--- config.mk ---
export PLATFORM = sky130hd
export DESIGN_NAME = bus_slave_responder
export DESIGN_NICKNAME = d
export VERILOG_FILES = /design/src/rtl/bus_slave_responder_pkg.sv /design/src/rtl/bus_slave_responder_addr_window_check.sv /design/src/rtl/bus_slave_responder.sv
export SDC_FILE = /design/constraint.sdc
export NUM_CORES = 1
export LEC_CHECK = 0
export CAP_MARGIN = 20
export CORE_MARGIN = 2
export CORE_UTILIZATION = 35
export CTS_CLUSTER_DIAMETER = 200
export DETAILED_ROUTE_END_ITERATION = 8
export SLEW_MARGIN = 20
export SYNTH_ARGS = -nofsm -noshare
export SYNTH_HDL_FRONTEND = slang
export SYNTH_SLANG_ARGS = --single-unit
--- constraint.sdc ---
create_clock -name clk -period 1.7 [get_ports clk]
set_input_delay 0.425 -clock clk [delete_from_list [all_inputs] [get_ports clk]]
set_output_delay 0.425 -clock clk [all_outputs]
set_load 0.02 [all_outputs]
--- src/rtl/bus_slave_responder_pkg.sv ---
// Shared definitions for the request/acknowledge bus responder: FSM encodings,
// default bus widths and a constant-evaluable clog2 helper.
// Pure declarations; no logic, no latency, no flow control of its own.
package bus_slave_responder_pkg;

   typedef enum logic [1:0] {
      ST_IDLE = 2'd0,
      ST_WAIT = 2'd1,
      ST_RESP = 2'd2,
      ST_DONE = 2'd3
   } state_t;

   localparam int DEF_ADDR_W = 8;
   localparam int DEF_DATA_W = 8;

   // Ceiling log2, usable in parameter expressions; clog2(1) = 0.
   function automatic int clog2(input int v);
      int r;
      r = 0;
      while ((1 << r) < v) r++;
      return r;
   endfunction

endpackage

--- src/rtl/bus_slave_responder_addr_window_check.sv ---
// Address window decode: flags addr in [BASE, BASE+DEPTH) and yields the word index.
// Latency: purely combinational, zero cycles.
// Backpressure: none; it has no handshake and only evaluates its input.
module addr_window_check #(
   parameter int                ADDR_W = 8,
   parameter logic [ADDR_W-1:0] BASE   = ADDR_W'('h40),
   parameter int                DEPTH  = 16,
   parameter int                IDX_W  = 4
) (
   input  logic [ADDR_W-1:0] addr,
   output logic              in_range,
   output logic [IDX_W-1:0]  index
);

   // One bit wider than the address so BASE+DEPTH reaching 2^ADDR_W does not wrap.
   localparam logic [ADDR_W:0] LIMIT = {1'b0, BASE} + (ADDR_W+1)'(DEPTH);

   // Unsigned a < b taken from the sign bit of an (ADDR_W+1)-bit difference;
   // both operands stay below 2^(ADDR_W+1)/2 + 1, so the sign bit is exact.
   function automatic logic ult(input logic [ADDR_W:0] a, input logic [ADDR_W:0] b);
      logic [ADDR_W:0] diff;
      diff = a - b;
      return diff[ADDR_W];
   endfunction

   logic below_base;
   logic below_limit;

   // Window test plus offset into the register file (low bits of addr-BASE).
   always_comb begin
      below_base  = ult({1'b0, addr}, {1'b0, BASE});
      below_limit = ult({1'b0, addr}, LIMIT);
      in_range    = !below_base && below_limit;
      index       = addr[IDX_W-1:0] - BASE[IDX_W-1:0];
   end

endmodule

--- src/rtl/bus_slave_responder.sv ---
// Bus responder: decodes a fixed address window into a DEPTH-word register file.
// Latency: ack WAIT_CYC+1 cycles after req is sampled in range, 1 cycle out of range.
// Backpressure: 4-phase; a held req is never re-accepted until it drops. Optional
// macro SLAVE_ABORT_EN lets a req drop during the wait phase abort the access.
module bus_slave_responder
   import bus_slave_responder_pkg::*;
#(
   parameter int                ADDR_W   = DEF_ADDR_W,
   parameter int                DATA_W   = DEF_DATA_W,
   parameter logic [ADDR_W-1:0] BASE     = ADDR_W'('h40),
   parameter int                DEPTH    = 16,
   parameter int                WAIT_CYC = 2
) (
   input  logic              clk,
   input  logic              rst_n,
   input  logic              req,
   input  logic              wr,
   input  logic [ADDR_W-1:0] addr,
   input  logic [DATA_W-1:0] wdata,
   output logic [DATA_W-1:0] rdata,
   output logic              ack,
   output logic              err
);

   localparam int IDX_W    = clog2(DEPTH);
   localparam int CNT_W    = (WAIT_CYC > 0) ? clog2(WAIT_CYC + 1) : 1;
   localparam int CNT_INIT = (WAIT_CYC > 0) ? WAIT_CYC - 1 : 0;

   state_t             state, nxt;
   logic [CNT_W-1:0]   cnt, cnt_nxt;
   logic               cap;

   logic               win_in;
   logic [IDX_W-1:0]   win_idx;

   logic               h_wr;
   logic               h_err;
   logic [IDX_W-1:0]   h_idx;
   logic [DATA_W-1:0]  h_wdata;

   logic [DATA_W-1:0]  mem [DEPTH];

   addr_window_check #(
      .ADDR_W (ADDR_W),
      .BASE   (BASE),
      .DEPTH  (DEPTH),
      .IDX_W  (IDX_W)
   ) u_win (
      .addr     (addr),
      .in_range (win_in),
      .index    (win_idx)
   );

   // State and wait-counter registers.
   always_ff @(posedge clk or negedge rst_n) begin
      if (!rst_n) begin
         state <= ST_IDLE;
         cnt   <= '0;
      end else begin
         state <= nxt;
         cnt   <= cnt_nxt;
      end
   end

   // Next-state logic; the window decision uses the live address only in IDLE.
   always_comb begin
      nxt     = state;
      cnt_nxt = cnt;
      cap     = 1'b0;
      case (state)
         ST_IDLE: begin
            if (req) begin
               cap = 1'b1;
               if (!win_in || WAIT_CYC == 0) begin
                  nxt = ST_RESP;
               end else begin
                  nxt     = ST_WAIT;
                  cnt_nxt = CNT_W'(CNT_INIT);
               end
            end
         end
         ST_WAIT: begin
`ifdef SLAVE_ABORT_EN
            if (!req) nxt = ST_IDLE;
            else
`endif
            if (cnt == '0) nxt = ST_RESP;
            else           cnt_nxt = cnt - CNT_W'(1);
         end
         ST_RESP: nxt = ST_DONE;
         ST_DONE: if (!req) nxt = ST_IDLE;
         default: nxt = ST_IDLE;
      endcase
   end

   // Holding registers: the access is frozen at acceptance so later bus changes are ignored.
   always_ff @(posedge clk or negedge rst_n) begin
      if (!rst_n) begin
         h_wr    <= 1'b0;
         h_err   <= 1'b0;
         h_idx   <= '0;
         h_wdata <= '0;
      end else if (cap) begin
         h_wr    <= wr;
         h_err   <= !win_in;
         h_idx   <= win_idx;
         h_wdata <= wdata;
      end
   end

   // Registered response and register-file commit, both taken at the end of RESP.
   always_ff @(posedge clk or negedge rst_n) begin
      if (!rst_n) begin
         ack   <= 1'b0;
         err   <= 1'b0;
         rdata <= '0;
         for (int i = 0; i < DEPTH; i++) mem[i] <= '0;
      end else begin
         ack   <= (state == ST_RESP);
         err   <= (state == ST_RESP) && h_err;
         rdata <= (state == ST_RESP && !h_err && !h_wr) ? mem[h_idx] : '0;
         if (state == ST_RESP && !h_err && h_wr) mem[h_idx] <= h_wdata;
      end
   end

endmodule

==> impl_metrics.env <==
export IMPL_crit_path_frequent_cell="buf_12"
export IMPL_multi_input_area_um2=3506
export IMPL_routabilityCongestion=0.7789
export IMPL_maxSlewViolCount=0
export IMPL_max_freq_mhz=585.3
export IMPL_rsz0062_at_grt="yes"
export IMPL_grt_usage=0.1652
export IMPL_routed_wl_um=17010
export IMPL_synthDistinctLibCells=37
export IMPL_fin_area_um2=9479
export IMPL_synth_compound_area_frac=0.01809
export IMPL_synth_top_family_by_area="multiplexers"
export IMPL_maxSlewHeadroom=0.5280
export IMPL_drtIter0Drc=203
export IMPL_yosysSeqAreaShare=0.5427
export IMPL_synth_adder_area_share=0.01044
export IMPL_clk_latency_ps=420
export IMPL_fp_dieArea_um2=21720
export IMPL_fin_crit_sh=1.005
export IMPL_ios=30
export IMPL_hold_viol=0
export IMPL_initial_utilization=0.3555
export IMPL_syn_nets=482
export IMPL_placed_area_um2=8409
export IMPL_grt_ovfl_total=0
export IMPL_htree_levels=4
export IMPL_clk_pin_slew_ps=60
export IMPL_place_inst=780
export IMPL_synth_edf_count=0
export IMPL_p_leak_uw=0.004308
export IMPL_slowest_stage="dfrtp_4"
export IMPL_layoutNonFillerInstCount=822
export IMPL_required_ps=2000
export IMPL_async_flop_share=1.000
export IMPL_drt_pass1_iterations=4
export IMPL_worstRegToRegCells=5
export IMPL_preCtsSetupSlack_ps=-121.8
export IMPL_cp_end_kind="register"
export IMPL_ys_seq_elements=156
export IMPL_root_buffer="clkbuf_16"
export IMPL_synth_area_um2=7193
export IMPL_regToRegSetupSlack_ps=-9
export IMPL_grt_pass1_wl_um=27170
export IMPL_fin_worst_skew_ps=6.723
export IMPL_row_count=52
export IMPL_drcViolationCount=0
export IMPL_num_antenna_cells=0
export IMPL_cp_start_kind="register"
export IMPL_die_y_um=147.4
export IMPL_synthSimpleGateAreaFrac=0.06766
export IMPL_cts_sinks=156
export IMPL_netlist_instances=456
export IMPL_fin_crit_ps=1709
export IMPL_holdWs_ps=488.7
export IMPL_worstPathMaxFanout=9
export IMPL_ys_warn_count=0
export IMPL_grt_max_degree=41
export IMPL_wl_per_cell_um=20.69
export IMPL_setup_viol=11
export IMPL_ant_nets=0
export IMPL_nFillCells=1710
export IMPL_nets=565
export IMPL_avgViaCountPerCell=5.157
export IMPL_die_x_um=147.4
export IMPL_grt_pass1_vias=4764
export IMPL_cts_tree="done"
export IMPL_power_density_nw_per_um2=1647
export IMPL_worstMarginPinSlew_ps=708.1
export IMPL_crit_type="register to register"
export IMPL_antenna_found_initial=0
export IMPL_dpl_hpwl_um=10830
export IMPL_coreArea_um2=20230
export IMPL_syn_avg_cell_area_um2=15.77
export IMPL_drive_above_1_share=0.5580
export IMPL_synth_flop_cell="dfrtp_1"
export IMPL_port_buffers=29
export IMPL_drv_cap=0
export IMPL_outcome="complete, but fails checks"
export IMPL_syn_to_final_growth_pct=31.78
export IMPL_worstHoldPathType="primary input to async pin"
export IMPL_clk_path_buf_depth=2
export IMPL_max_vdd_ir_drop_mv=0.8859
export IMPL_cp_cell_sequence="buf_12, clkbuf_16, nor3_4, buf_12, mux2_4"
export IMPL_cp_data_arrival_time_ps=2010
export IMPL_final_util=0.4685
export IMPL_violations="setup timing"
export IMPL_synthMuxAreaShare=0.3378
export IMPL_num_vias=4239
export IMPL_synth_xor_area_frac=0
export IMPL_setup_ws_ps=-8.651
export IMPL_cts_buffers=17
export IMPL_seq_area_um2=3909
export IMPL_cpPeakStageDelay_ps=530
-- power breakdown --
group | internal (uW) | switching, uW | total [uW]
logic | 3580 | 2360 | 5950
registers | 4920 | 1270 | 6190
clock network | 1990 | 1490 | 3480
-- worst max-delay path, delay by kind of cell (launching register included) --
| family | cells | cell delay [ps] |
|---|---|---|
| buffers and inverters | 3 | 530 |
| flip-flops | 1 | 530 |
| multiplexers | 1 | 310 |
| AND/OR/NAND/NOR | 1 | 210 |
-- stage by stage --
| stage | total power (uW) | TNS [ps] |
|---|---|---|
| 6_report | 15620 | -54.57 |
| 4_1_cts | 15130 | -543.6 |
| 3_5_place_dp | 11200 | -5089 |
| 5_1_grt | 16450 | -3220 |
| 3_3_place_gp | 10960 | -4150 |
| 2_1_floorplan | 9213 | -2672 |
-- layer usage --
metal | global-route usage | wire length (um) | vias to the layer above
met1 | 0.2167 | 7798 | 2292
met5 | 0 | 0 | -
li1 | - | - | 1872
met2 | 0.2825 | 8554 | 63
met4 | 0.04471 | 172 | 0
met3 | 0.03137 | 482 | 12
-- cell usage in the layout, fill, tap and decap left out, types with 2 or more instances in the layout --
cell type / n
clkdlybuf4s50_1: 18
ha_2: 2
ha_1: 3
clkbuf_8: 3
nand2b_1: 3
buf_6: 7
nand3_4: 2
buf_4: 28
a21oi_1: 2
buf_12: 24
clkinv_4: 2
nand3_2: 12
dfrtp_1: 154
inv_1: 4
clkbuf_16: 20
nor2_1: 3
o211ai_1: 8
mux2_4: 71
dlygate4sd2_1: 10
mux2i_2: 4
nand2_1: 3
nor4_4: 2
mux2_2: 71
clkbuf_1: 4
and2_1: 2
nor2b_1: 4
mux2i_1: 7
nor3_4: 6
mux4_2: 32
nand3_1: 10
clkinvlp_4: 4
-- logic make-up after synthesis --
| logic type | after synthesis |
|---|---|
| flops | 156 |
| compound gates | 18 |
| simple gates | 57 |
| buf+inv | 34 |
| mux | 185 |
| fa+ha+maj | 6 |
-- cell usage after synthesis (5+ instances only) --
master,number,area share
buf_2,8,0.0056
clkbuf_1,15,0.0078
dfrtp_1,156,0.54
ha_1,6,0.010
inv_1,5,0.0026
mux2_2,142,0.22
mux2i_1,11,0.015
mux4_2,32,0.10
nand3_1,16,0.011
nand3_2,8,0.011
nor3_4,5,0.011
o211ai_1,8,0.0083
-- repair_timing --
action                                  4_1_cts  5_1_grt
hold buffers                                  1        0
hold endpoints to repair                     35        0
pin swaps                                     3        4
gates resized for setup                      57       52
cloned                                        0        3
buffers inserted                              4        2
endpoints found under the setup margin       82      108
-- sequential cells by signal, indices dropped and copies added (netlist names), 2 cells and up --
name,count
cnt,2
h_idx,4
h_wdata,8
mem,128
rdata,8
state,2
-- final timing paths --
check	from	to
worst max register to register	h_idx[0]	mem[15]
worst min-delay path	rst_n	mem[101]
max in group asynchronous	rst_n	h_idx[1]
worst max-delay path	h_idx[0]	mem[15]
min in group clk	mem[117]	mem[117]
worst min register to register	mem[117]	mem[117]
-- layout make-up --
class	count	share of cell area
well taps	270	0.03564
clock buffers	24	0.05082
flip-flops and latches	156	0.4124
inverters	5	0.001980
clock inverters	8	0.006468
multi-input cells	266	0.3699
repair buffers	93	0.1229
Power figures use the tool's default switching activity.
==> variant: new RTL, same flow settings <==
Add a define of `SLAVE_ABORT_EN`.
--- a/src/rtl/bus_slave_responder.sv
+++ b/src/rtl/bus_slave_responder.sv
@@ -3,4 +3,6 @@
 // Backpressure: 4-phase; a held req is never re-accepted until it drops. Optional
 // macro SLAVE_ABORT_EN lets a req drop during the wait phase abort the access.
+`define SLAVE_ABORT_EN
+
 module bus_slave_responder
    import bus_slave_responder_pkg::*;
Function: changed (Yosys sat finds a counterexample within 10 cycles, from zero or initial values and one cycle with rst_n low).
==> variant against the unedited design <==
- the flow still finishes with violations (negative setup slack)
- sequential power fell by 11%
- global-route usage is 1.0 points lower
- synthesized cell count is 2.4% lower
- clock skew is 8.8 ps higher
- worst setup slack worse by 150 ps
- clock power is 16% higher
- total power down 14%
- sequential cell count is the same
- final area shrank 4.2%
- cell count fell by 2.4%
- synthesized area decreased by 2.9%
- die area is 2.8% lower
- routed wire length decreased by 8.8%
- largest cell class unchanged
- highest routed layer unchanged
==> variant: results (changes against the unedited design) <==
Synthesis
  • Top FF cell, synth: dfrtp_1
  • Unique masters post-synth: 32 (-14%)
  • Syn Nets: 466 (-3.3%)
  • Largest cells by area after synthesis: dfrtp_1 (56%), mux2_2 (23%), mux4_2 (9.0%)
  • Synthesis Warnings: 0 (unchanged)
  • Most common library cells after synthesis: dfrtp_1 (156), mux2_2 (140), mux4_2 (28)
  • Sequential area share after synthesis: 55.9% (+1.6 points)
  • Share of flip-flops with an asynchronous set or reset: 100% (unchanged)

Placement
  • HPWL after DPL: 10500 µm (-3.0%)
  • Placed cell areas: 8090 µm² (-3.8%)
  • RD Place Congestion: 0.729 (-6.4%)

CTS
  • CTS HTree Levels: 4 (unchanged)
  • Worst-path clk slew: 70 ps
  • Total CTS buffers: 17 (unchanged)
  • Clock buffer depth: 2 (unchanged)

Routing
  • Via count: 4025 (-5.0%)
  • Initial DRC count: 219 (+7.9%)
  • Routed wire length per instance: 19.3 µm (-6.5%)

Layout
  • Regs by FF count: mem (128), h_wdata (8), rdata (8)
  • Fill count: 1712 (+0.12%)
  • Layout cells sized above 1: 54.9% (-0.86 points)
  • Nets: 546 (-3.4%)

Global routing
  • Number of global-route vias before repair: 4487 (-5.8%)
  • Initial antenna violation count: 0 (unchanged)
  • GRT Resource Usage Total: 15.5% (-1.0 points)
  • Largest net degree at the start of global routing: 46 (+12%)
  • First-pass GRT wire length: 25200 µm (-7.1%)

STA
  • Setup TNS: -11520 ps (-11460 ps)
  • Final setup vio count: 135 (+124)
  • Least-Margin Pin Slew: 674 ps (-34.1 ps)
  • Clk_skew: 15.5 ps (+8.79 ps)
  • Worst setup margin: -154 ps (-146 ps)

Power
  • Peak supply drop: 0.784 mV (-11%)
  • Leakage: 4.25 nW (-1.4%)

Status
  • Failing checks: negative setup slack
  • Status: complete, but fails checks

Worst setup path
  • Slowest cell on the critical path: dfrtp_1
  • Crit path DAT: 2160 ps (+150 ps)
  • Highest net fanout along the worst path: 8 (-1)
  • Slowest stage delay, CP: 370 ps (-160 ps)
==> variant: final cells by class <==
class / count / area share [%]
repair buffers: 87 / 10.8
multi-input cells: 259 / 35.4
inverters: 4 / 0.165
well taps: 265 / 3.65
clock buffers: 22 / 5.22
clock inverters: 9 / 1.75
flip-flops and latches: 156 / 43.0
==> variant: metal layers <==
metal,vias up,global-route usage (%),share of wire [%]
met2,36,26.6,51
li1,1818,-,-
met4,0,4.26,0.95
met3,13,3.14,2.0
met1,2158,20.1,46
met5,-,0,0
==> variant: through the flow <==
stage | util, % | worst slack [ps] | hold slack, ps | std cells
3_5_place_dp | 41.4 | -269 | 361 | 765
3_3_place_gp | 41.4 | -233 | 357 | 765
5_1_grt | 46.5 | -216 | 508 | 802
2_1_floorplan | - | -256 | 129 | 445
6_report | 46.5 | -154 | 483 | 802
4_1_cts | 45.5 | -160 | 480 | 798
==> variant: worst paths after layout <==
path                       slack [ps]   start       to  depth (start not counted)
max                              -150   h_err  mem[13]                          8
min                               480   rst_n   cnt[1]                          2
max reg2reg                      -150   h_err  mem[13]                          8
min reg2reg                       500  mem[9]   mem[9]                          1
max in group asynchronous         620   rst_n  mem[63]                          3
min in group clk                  500  mem[9]   mem[9]                          1
==> variant: report_power, final <==
| part | internal [mW] | total, mW | switching [mW] |
|---|---|---|---|
| Combinational | 2.21 | 3.89 | 1.67 |
| Clock | 2.58 | 4.05 | 1.47 |
| Sequential | 4.52 | 5.53 | 1.01 |
==> variant: critical path: cells and delay by family (launching register included) <==
kind	cells	cell delay (ps)
multiplexers	1	280
flip-flops	1	370
buffers and inverters	4	590
AND/OR/NAND/NOR	3	510
==> variant: logic make-up after synthesis <==
group | Yosys count | synth area share (%)
mux | 180 | 34.2
fa+ha+maj | 1 | 0.179
flops | 156 | 55.9
simple gates | 50 | 4.78
compound gates | 28 | 2.67
buf+inv | 30 | 2.24
==> variant: what timing repair did <==
action	in CTS	in global routing
resized for setup	43	34
buffers inserted	1	4
hold buffers	1	0
pin swaps	2	1
gates cloned	0	0
hold endpoints to repair	35	0
endpoints found under the setup margin	146	135
